`src/rtl/debounce_pkg.sv`:
```
// Shared types and constants for the signal debouncer: FSM state encoding
// and the smallest legal values of the debouncer parameters.
package debounce_pkg;

    // state[1] carries the output level whenever the FSM is in a STABLE state
    typedef enum logic [1:0] {
        STABLE_LO = 2'b00,
        PEND_HI   = 2'b01,
        STABLE_HI = 2'b11,
        PEND_LO   = 2'b10
    } deb_state_e;

    localparam int unsigned SYNC_STAGES_MIN     = 32'd2;
    localparam int unsigned DEBOUNCE_CYCLES_MIN = 32'd1;

    function automatic deb_state_e stable_of(input logic level);
        return level ? STABLE_HI : STABLE_LO;
    endfunction

    function automatic deb_state_e pend_toward(input logic level);
        return level ? PEND_HI : PEND_LO;
    endfunction

endpackage

```
`src/rtl/sync_ff_chain.sv`:
```
// Plain multi-flop synchroniser for a single asynchronous bit; the chain
// has no logic between stages so every flop can sit in a resync cell.
module sync_ff_chain #(
    parameter int unsigned SYNC_STAGES = 32'd2,
    parameter logic        RESET_VALUE = 1'b0
) (
    input  logic clk_i,
    input  logic rst_ni,
    input  logic d_i,
    output logic q_o
);

    logic [SYNC_STAGES-1:0] sync_q;

    // Shift the raw input through the chain, oldest sample at the top bit
    always_ff @(posedge clk_i or negedge rst_ni) begin
        if (!rst_ni) begin
            sync_q <= {SYNC_STAGES{RESET_VALUE}};
        end else begin
            sync_q <= {sync_q[SYNC_STAGES-2:0], d_i};
        end
    end

    assign q_o = sync_q[SYNC_STAGES-1];

endmodule

```
`src/rtl/signal_debouncer.sv`:
```
// Synchronises a bouncy asynchronous input and only passes a level change
// once it has been held for DEBOUNCE_CYCLES synchronised samples.
module signal_debouncer
    import debounce_pkg::*;
#(
    parameter int unsigned SYNC_STAGES     = 32'd2,
    parameter int unsigned DEBOUNCE_CYCLES = 32'd16,
    parameter logic        RESET_VALUE     = 1'b0
) (
    input  logic CLK_I,
    input  logic RST_ASYNC_NI,
    input  logic SIG_I,
    output logic SIG_O,
    output logic SIG_CHANGE_O,
    output logic GLITCH_O,
    output logic BUSY_O
);

    // Out-of-range parameters are pulled up to the smallest working value
    localparam int unsigned SYNC_N = (SYNC_STAGES < SYNC_STAGES_MIN) ? SYNC_STAGES_MIN : SYNC_STAGES;
    localparam int unsigned DEB_N  = (DEBOUNCE_CYCLES < DEBOUNCE_CYCLES_MIN) ? DEBOUNCE_CYCLES_MIN : DEBOUNCE_CYCLES;
    localparam int unsigned CNT_WIDTH = $clog2(DEB_N + 32'd1);
    localparam logic [CNT_WIDTH-1:0] CNT_ONE  = CNT_WIDTH'(32'd1);
    localparam logic [CNT_WIDTH-1:0] CNT_LAST = CNT_WIDTH'(DEB_N - 32'd1);

    logic           sync_s;
    deb_state_e     state_q;
    logic [CNT_WIDTH-1:0] cnt_q;
    logic           sig_q;
    logic           change_q;
    logic           glitch_q;
    logic           busy_q;

    sync_ff_chain #(
        .SYNC_STAGES (SYNC_N),
        .RESET_VALUE (RESET_VALUE)
    ) u_sync (
        .clk_i  (CLK_I),
        .rst_ni (RST_ASYNC_NI),
        .d_i    (SIG_I),
        .q_o    (sync_s)
    );

    // Debounce FSM with stability counter and registered status outputs
    always_ff @(posedge CLK_I or negedge RST_ASYNC_NI) begin
        if (!RST_ASYNC_NI) begin
            state_q  <= stable_of(RESET_VALUE);
            cnt_q    <= '0;
            sig_q    <= RESET_VALUE;
            change_q <= 1'b0;
            glitch_q <= 1'b0;
            busy_q   <= 1'b0;
        end else begin
            change_q <= 1'b0;
            glitch_q <= 1'b0;
            case (state_q)
                STABLE_LO, STABLE_HI: begin
                    if (sync_s == sig_q) begin
                        cnt_q  <= '0;
                        busy_q <= 1'b0;
                    end else if (DEB_N == 32'd1) begin
                        sig_q    <= sync_s;
                        change_q <= 1'b1;
                        state_q  <= stable_of(sync_s);
                        cnt_q    <= '0;
                        busy_q   <= 1'b0;
                    end else begin
                        state_q <= pend_toward(sync_s);
                        cnt_q   <= CNT_ONE;
                        busy_q  <= 1'b1;
                    end
                end
                PEND_HI, PEND_LO: begin
                    // A sample back at the old level aborts; this check wins over expiry
                    if (sync_s == sig_q) begin
                        state_q  <= stable_of(sig_q);
                        cnt_q    <= '0;
                        glitch_q <= 1'b1;
                        busy_q   <= 1'b0;
                    end else if (cnt_q == CNT_LAST) begin
                        sig_q    <= sync_s;
                        change_q <= 1'b1;
                        state_q  <= stable_of(sync_s);
                        cnt_q    <= '0;
                        busy_q   <= 1'b0;
                    end else begin
                        cnt_q  <= cnt_q + CNT_ONE;
                        busy_q <= 1'b1;
                    end
                end
                default: begin
                    state_q <= stable_of(sig_q);
                    cnt_q   <= '0;
                    busy_q  <= 1'b0;
                end
            endcase
        end
    end

    assign SIG_O        = sig_q;
    assign SIG_CHANGE_O = change_q;
    assign GLITCH_O     = glitch_q;
    assign BUSY_O       = busy_q;

endmodule

```
`config.mk`:
```
export PLATFORM = sky130hd
export DESIGN_NAME = signal_debouncer
export DESIGN_NICKNAME = d
export VERILOG_FILES = /design/src/rtl/debounce_pkg.sv /design/src/rtl/sync_ff_chain.sv /design/src/rtl/signal_debouncer.sv
export SDC_FILE = /design/constraint.sdc
export NUM_CORES = 1
export LEC_CHECK = 0
export ABC_AREA = 1
export CORE_MARGIN = 2
export CORE_UTILIZATION = 38
export DETAILED_ROUTE_END_ITERATION = 6
export PLACE_DENSITY = 0.61
export SYNTH_ARGS = -nofsm -noshare
export SYNTH_HDL_FRONTEND = slang
export SYNTH_SLANG_ARGS = --single-unit
```
`constraint.sdc`:
```
create_clock -name CLK_I -period 1.27 [get_ports CLK_I]
set_input_delay 0.254 -clock CLK_I [delete_from_list [all_inputs] [get_ports CLK_I]]
set_output_delay 0.254 -clock CLK_I [all_outputs]
set_load 0.005 [all_outputs]
```
==> results of run 1 <==
## sequential cells by signal, summed over array words and instances, names as in the netlist
signal / cells
state_q: 2
GLITCH_O: 1
BUSY_O: 1
SIG_CHANGE_O: 1
cnt_q: 5
u_sync.sync_q: 2
SIG_O: 1
## metal layers
metal	part of all wire (%)	up-vias
li1	-	215
met1	45	198
met2	49	10
met3	3.8	2
met4	1.8	0
met5	0	-
## kinds of logic (layout without fill, tap and decap cells)
logic type,Yosys count,count (layout),synth area share (%)
adders and majority gates,3,3,6.20
buffers and inverters,8,22,5.17
xor gates and xnor gates,2,2,2.89
and+or+nand+nor,30,30,29.3
DFF,13,13,53.7
AOI/OAI and AO/OA,3,3,2.69
## power by group through the flow
stage,Clock [mW],Sequential [mW],Combinational [mW]
2_1_floorplan,0,0.567,0.383
3_3_place_gp,0,0.567,0.532
3_5_place_dp,0,0.568,0.546
4_1_cts,0.264,0.559,0.531
5_1_grt,0.292,0.585,0.625
6_report,0.262,0.572,0.553
## final cells by class
class / count / area (um^2)
multi-input combinational: 38 / 290
inverter: 8 / 33.8
tap: 16 / 20.0
fill: 141 / 726
clock buffer: 4 / 26.3
timing repair buffer: 10 / 85.1
sequential: 13 / 325
## placed cells by master (no fill, tap or decap)
master	n
dfrtp_1	13
nand3_1	6
clkinv_2	1
o21ai_1	1
clkbuf_1	1
dlygate4sd2_1	4
nor2_1	5
xor2_1	1
nand2_1	8
nand4_4	1
nor2_4	1
nand2_4	2
or2_4	1
o22ai_1	1
inv_1	5
nand2_2	5
xnor2_1	1
inv_4	1
inv_2	1
buf_4	4
o21ai_0	1
ha_4	2
clkbuf_4	3
nand3_4	1
clkdlybuf4s50_1	2
ha_2	1
## worst register-to-register path, delay by kind of cell (launching register included)
kind,cells,cell delay [ps]
simple gates,5,480
flops,1,410
fa+ha+maj,1,190
## per-stage QoR
stage | setup slack [ps] | instance area (um^2) | std cells | hold slack, ps
2_1_floorplan | 49.9 | 606 | 59 | -41.6
3_3_place_gp | 7.68 | 708 | 84 | 338
3_5_place_dp | -49.5 | 708 | 84 | 339
4_1_cts | 5.17 | 742 | 88 | 281
5_1_grt | 5.38 | 781 | 89 | 287
6_report | 63.6 | 781 | 89 | 268
## path summary, 6_finish.rpt
kind,end,slack (ps),cells past startpoint
worst max-delay path,SIG_O,60,1
worst min-delay path,cnt_q[1],270,2
worst max register to register,state_q[1],80,6
worst min register to register,u_sync.sync_q[1],360,0
max in group asynchronous,BUSY_O,840,2
min in group CLK_I,u_sync.sync_q[1],360,0
## cell usage after synthesis, drive strengths merged
master	count	area share, %
ha	3	6.2
or2	1	1.0
inv	7	4.3
xor2	1	1.4
clkinv	1	0.83
xnor2	1	1.4
o21ai	2	1.7
dfrtp	13	54
nand4	1	2.1
nor2	6	5.0
nand2	15	13
o22ai	1	1.0
nand3	7	7.9
## what timing repair did
item,CTS,global route
gates resized for setup,6,7
pin swaps,0,2
setup buffers,0,1
hold buffers,0,0
endpoints found under the hold margin,0,0
setup endpoints to repair,9,3
==> results.tsv, run 1 <==
stage	metric	value	unit
sta	Fin Setup TNS	0	ps
sta	Setup Skew	6.21	ps
critical_path	CP cell instances	dlygate4sd2_1	
pwr	PwrDens	1780	mW/mm^2
clocking	clock sink count	13	
die	Die X	43.9	um
final_layout	diode count	0	
status	outcome	finished clean	
die	Die H	43.9	um
route	DR iter-0 viols	5	
pwr	power consumption	1.39	mW
die	Initial Util	40.2	%
placed_design	DP Wirelength	734	um
global_routing	largest net degree at the start of global routing	14	
sta	Final Hold Fails	0	
min_path	class of the worst hold path	primary input to asynchronous set/reset pin	
global_routing	met1 usage	17.2	%
critical_path	Worst R2R Start	cnt_q[0]	
critical_path	crit path max-delay cell type	dfrtp_1	
clocking	clk root buf	clkbuf_4	
global_routing	M2 GR Usage	19.7	%
critical_path	Crit Path Category	flip-flop to output pin	
die	die area	0.00193	mm^2
clocking	worst skew pair latency	280	ps
critical_path	Worst Path Arrival	950	ps
clocking	H-tree levels	1	
global_routing	total gr overflow	0	
global_routing	global-route wire length before repair	1830	um
placed_design	Port Buffers	6	
critical_path	Crit. Startpoint	SIG_O	
sta	RSZ-0062 raised after global routing	false	
die	I/O pin cnt	7	
pwr	Int Power	854	uW
clocking	clock-pin slew on the worst setup and hold paths	80	ps
final_layout	share of cells above drive strength 1	32.9	%
die	core footprint	0.00151	mm^2
route	detailed-route wire length per cell	12.1	um
clocking	clk buf depth	2	
job	max cap viols	0	
pwr	Switch Pwr	533	uW
global_routing	met3 Resource Use GR	5.00	%
sta	Slew headroom	84.1	%
final_layout	fin nets	80	
logic_synthesis	syn_nets	65	
route	routed via count	425	
placed_design	GPL Wtd Cong	0.769	
sta	final setup vio count	0	
logic_synthesis	Cell Area, Synth	606	um^2
sta	Max Fclk	829	MHz
critical_path	crit path buf inv count	1	
route	Post-DRT Antenna Nets	0	
route	final wirelength	1080	um
logic_synthesis	flops & latches, synth	13	
critical_path	crit start category	flip-flop	
logic_synthesis	post-synthesis sequential area ratio	53.7	%
clocking	CTS tree	done	
global_routing	Total GRT Usage	13.5	%
global_routing	vias in the first global route	413	
sta	worst slew pin tran	238	ps
final_layout	Final Core Density	51.8	%
pwr	sequential fraction of design power	41.2	%
sta	Tmin final	1210	ps
logic_synthesis	syn_area_per_cell	10.3	um^2
route	# DRC	0	
global_routing	Top Usage Layer GRT	met2	
logic_synthesis	cell count after synthesis	59	
critical_path	crit-path max FO	3	
logic_synthesis	Ys Warns	0	
die	Rows	14	
final_layout	area grow syn2layout	28.9	%
logic_synthesis	Yosys cell types	18	
pwr	part of the power in the clock network	18.9	%
pwr	Gate power share	39.9	%
global_routing	initial antenna violation count	0	
route	vias per cell	4.78	
pwr	Net Sw Frac	38.4	%
sta	fin. max-slew vios	0	
clocking	TritonCTS Buffers	3	
critical_path	slowest stage delay, CP	410	ps
pwr	leak pwr	0.372	nW
pwr	VDD IR-drop max	0.00102	V
critical_path	CP endpoint kind	output pin	
critical_path	crit-path leading delay family	flip-flops	
route	1st-pass router iterations	4	
critical_path	CP Data Required Time	1020	ps
sta	Final Cycle Share	95.0	%
(Power assumes the default switching activity.)
==> run 2, diff against run 1 <==
CORE_UTILIZATION = 29   (was 38)
CTS_CLUSTER_DIAMETER = 80   (was default)
PLACE_DENSITY = 0.49   (was 0.61)
==> run 2 against run 1 <==
  * Routed wire length down 19%
  * Worst hold slack better by 15 ps
  * Die area grew 28%
  * Sequential power shrank 2%
==> results.tsv, run 2 (synthesized netlist as in run 1, its figures left out) <==
stage	metric	value	unit	change
global_routing	initial antenna violation count	0		unchanged
route	DR iter-0 viols	4		-1
global_routing	met1 usage	11.2	%	-6.0 points
critical_path	Worst Path Arrival	1370	ps	+420 ps
critical_path	Worst R2R Start	cnt_q[0]		
final_layout	Final Cell Area	772	um^2	-1.1%
sta	Tmin final	1210	ps	-0.668 ps
critical_path	crit path max-delay cell type	dfrtp_1		
die	Rows	16		+2
clocking	CTS tree	done		
clocking	TritonCTS Buffers	3		unchanged
final_layout	diode count	0		unchanged
clocking	worst skew pair latency	270	ps	about the same
pwr	VDD IR-drop max	0.000605	V	-41%
clocking	clock sink count	13		unchanged
pwr	power consumption	1.33	mW	-4.2%
die	Initial Util	30.9	%	-9.3 points
critical_path	CP cell instances	ha_1 > nand4_2 > nand3_4 > nand2_2 > nand2_1 > nand2_1		
critical_path	Crit path top cell by count	nand2_1		
sta	Setup Skew	5.78	ps	-0.429 ps
global_routing	global-route wire length before repair	1680	um	-7.9%
route	1st-pass router iterations	3		-1
critical_path	CP endpoint kind	flip-flop		
sta	fin. max-slew vios	0		unchanged
clocking	clk buf depth	2		unchanged
final_layout	Regs by FF count	cnt_q: 5 flops, state_q: 2 flops, u_sync.sync_q: 2 flops		
critical_path	crit-path leading delay family	simple AND/OR/NAND/NOR gates		
pwr	leak pwr	0.395	nW	+6.2%
route	# DRC	0		unchanged
critical_path	crit path buf inv count	0		-1
status	outcome	finished clean		
global_routing	Total GRT Usage	9.20	%	-4.3 points
critical_path	crit start category	flip-flop		
route	vias per cell	4.07		-15%
critical_path	slowest stage delay, CP	370	ps	-40 ps
die	Die X	49.7	um	+13%
die	core footprint	0.00196	mm^2	+30%
final_layout	largest reg by FF count	cnt_q		
sta	final setup vio count	0		unchanged
global_routing	M2 GR Usage	14.2	%	-5.5 points
placed_design	DP Wirelength	640	um	-13%
route	Post-DRT Antenna Nets	0		unchanged
placed_design	Port Buffers	6		unchanged
sta	worst slew pin tran	165	ps	-72.8 ps
global_routing	total gr overflow	0		unchanged
clocking	# hold bufs at CTS	0		unchanged
sta	Slew headroom	89.0	%	+4.8 points
sta	RSZ-0062 raised after global routing	true		
job	max cap viols	0		unchanged
final_layout	most common cell after layout, fill and taps aside	dfrtp_1		
placed_design	GPL Wtd Cong	0.746		-3.1%
final_layout	share of cells above drive strength 1	31.5	%	-1.4 points
global_routing	Top Usage Layer GRT	met2		
route	detailed-route wire length per cell	8.69	um	-28%
pwr	PwrDens	1720	mW/mm^2	-3.2%
clocking	clock-pin slew on the worst setup and hold paths	80	ps	about the same
min_path	class of the worst hold path	primary input to asynchronous set/reset pin		
route	routed via count	407		-4.2%
critical_path	CP Data Required Time	1430	ps	+410 ps
final_layout	fin nets	80		unchanged
global_routing	vias in the first global route	394		-4.6%
sta	Fin Setup TNS	0	ps	unchanged
die	Die H	49.7	um	+13%
critical_path	FF-to-FF path depth	6		unchanged
critical_path	Critical R2R Capture	state_q[0]		
critical_path	Reg2Reg Setup Slack	60	ps	-20 ps
global_routing	largest net degree at the start of global routing	14		unchanged
final_layout	area grow syn2layout	27.5	%	
critical_path	Crit Path Category	flip-flop to flip-flop		
final_layout	filler instances	215		+52%
placed_design	Cell Area, Placed	714	um^2	+0.88%
clocking	clk root buf	clkbuf_4		
critical_path	crit-path max FO	7		+4
sta	Final Hold Fails	0		unchanged
clocking	H-tree levels	1		unchanged
die	die area	0.00247	mm^2	+28%
final_layout	max reg flops	5		unchanged
sta	Final Cycle Share	94.9	%	about the same
final_layout	Final Core Density	39.3	%	-12 points
final_layout	commonest non-fill, non-tap cells in the layout	dfrtp_1, nand2_1, nand3_1		
global_routing	met3 Resource Use GR	3.64	%	-1.4 points
sta	Max Fclk	829	MHz	about the same
route	final wirelength	869	um	-19%
die	I/O pin cnt	7		unchanged
-- run 2: power breakdown --
part           total [mW]  internal [mW]  leakage (nW)  switching, mW
clock               0.247          0.121        0.0150          0.126
combinational       0.521          0.218         0.212          0.304
sequential          0.559          0.506         0.168         0.0535
total                1.33          0.845         0.395          0.483
-- run 2: how the worst max path moves through the flow --
| stage | from | endpoint | slack, ps | depth (start not counted) |
|---|---|---|---|---|
| 2_1_floorplan | SIG_O | state_q[0] | 50 | 7 |
| 3_3_place_gp | u_sync.sync_q[1] | state_q[0] | -10 | 6 |
| 3_5_place_dp | SIG_O | state_q[1] | -20 | 6 |
| 4_1_cts | SIG_O | SIG_O | 30 | 7 |
| 5_1_grt | SIG_O | SIG_O | -1 | 7 |
| 6_report | cnt_q[0] | state_q[0] | 60 | 6 |
-- run 2: what timing repair did --
action                     4_1_cts  5_1_grt
setup buffers                    1        2
pin swaps                        1        4
resized for setup                7        3
setup endpoints to repair        7        6
-- run 2: per-layer routing --
| layer | routed length (um) | vias to the layer above |
|---|---|---|
| met5 | 0 | - |
| met4 | 12 | 0 |
| met3 | 40 | 2 |
| met2 | 420 | 10 |
| met1 | 395 | 181 |
| li1 | - | 214 |
-- run 2: layout make-up --
class                   count  area (um^2)  area share [%]
clock buffers               4         26.3            3.40
inverters                   8         33.8            4.38
multi-input cells          38          267            34.5
flip-flops and latches     13          327            42.3
well taps                  27         33.8            4.38
repair buffers             10         85.1            11.0
-- run 2: worst reg2reg max path: cells and delay by family (launching register included) --
| kind | cells | cell delay (ps) |
|---|---|---|
| adder cells (fa/ha/maj) | 1 | 230 |
| flip-flops | 1 | 370 |
| AND/OR/NAND/NOR | 5 | 500 |
-- run 2: metrics by stage --
step | hold WS [ps] | setup WS (ps) | instances
floorplan | -41.6 | 49.9 | 59
global placement | 333 | -10.1 | 94
detailed placement | 337 | -21.4 | 94
CTS | 288 | 33.6 | 98
global route | 310 | -1.38 | 100
finish | 283 | 64.3 | 100
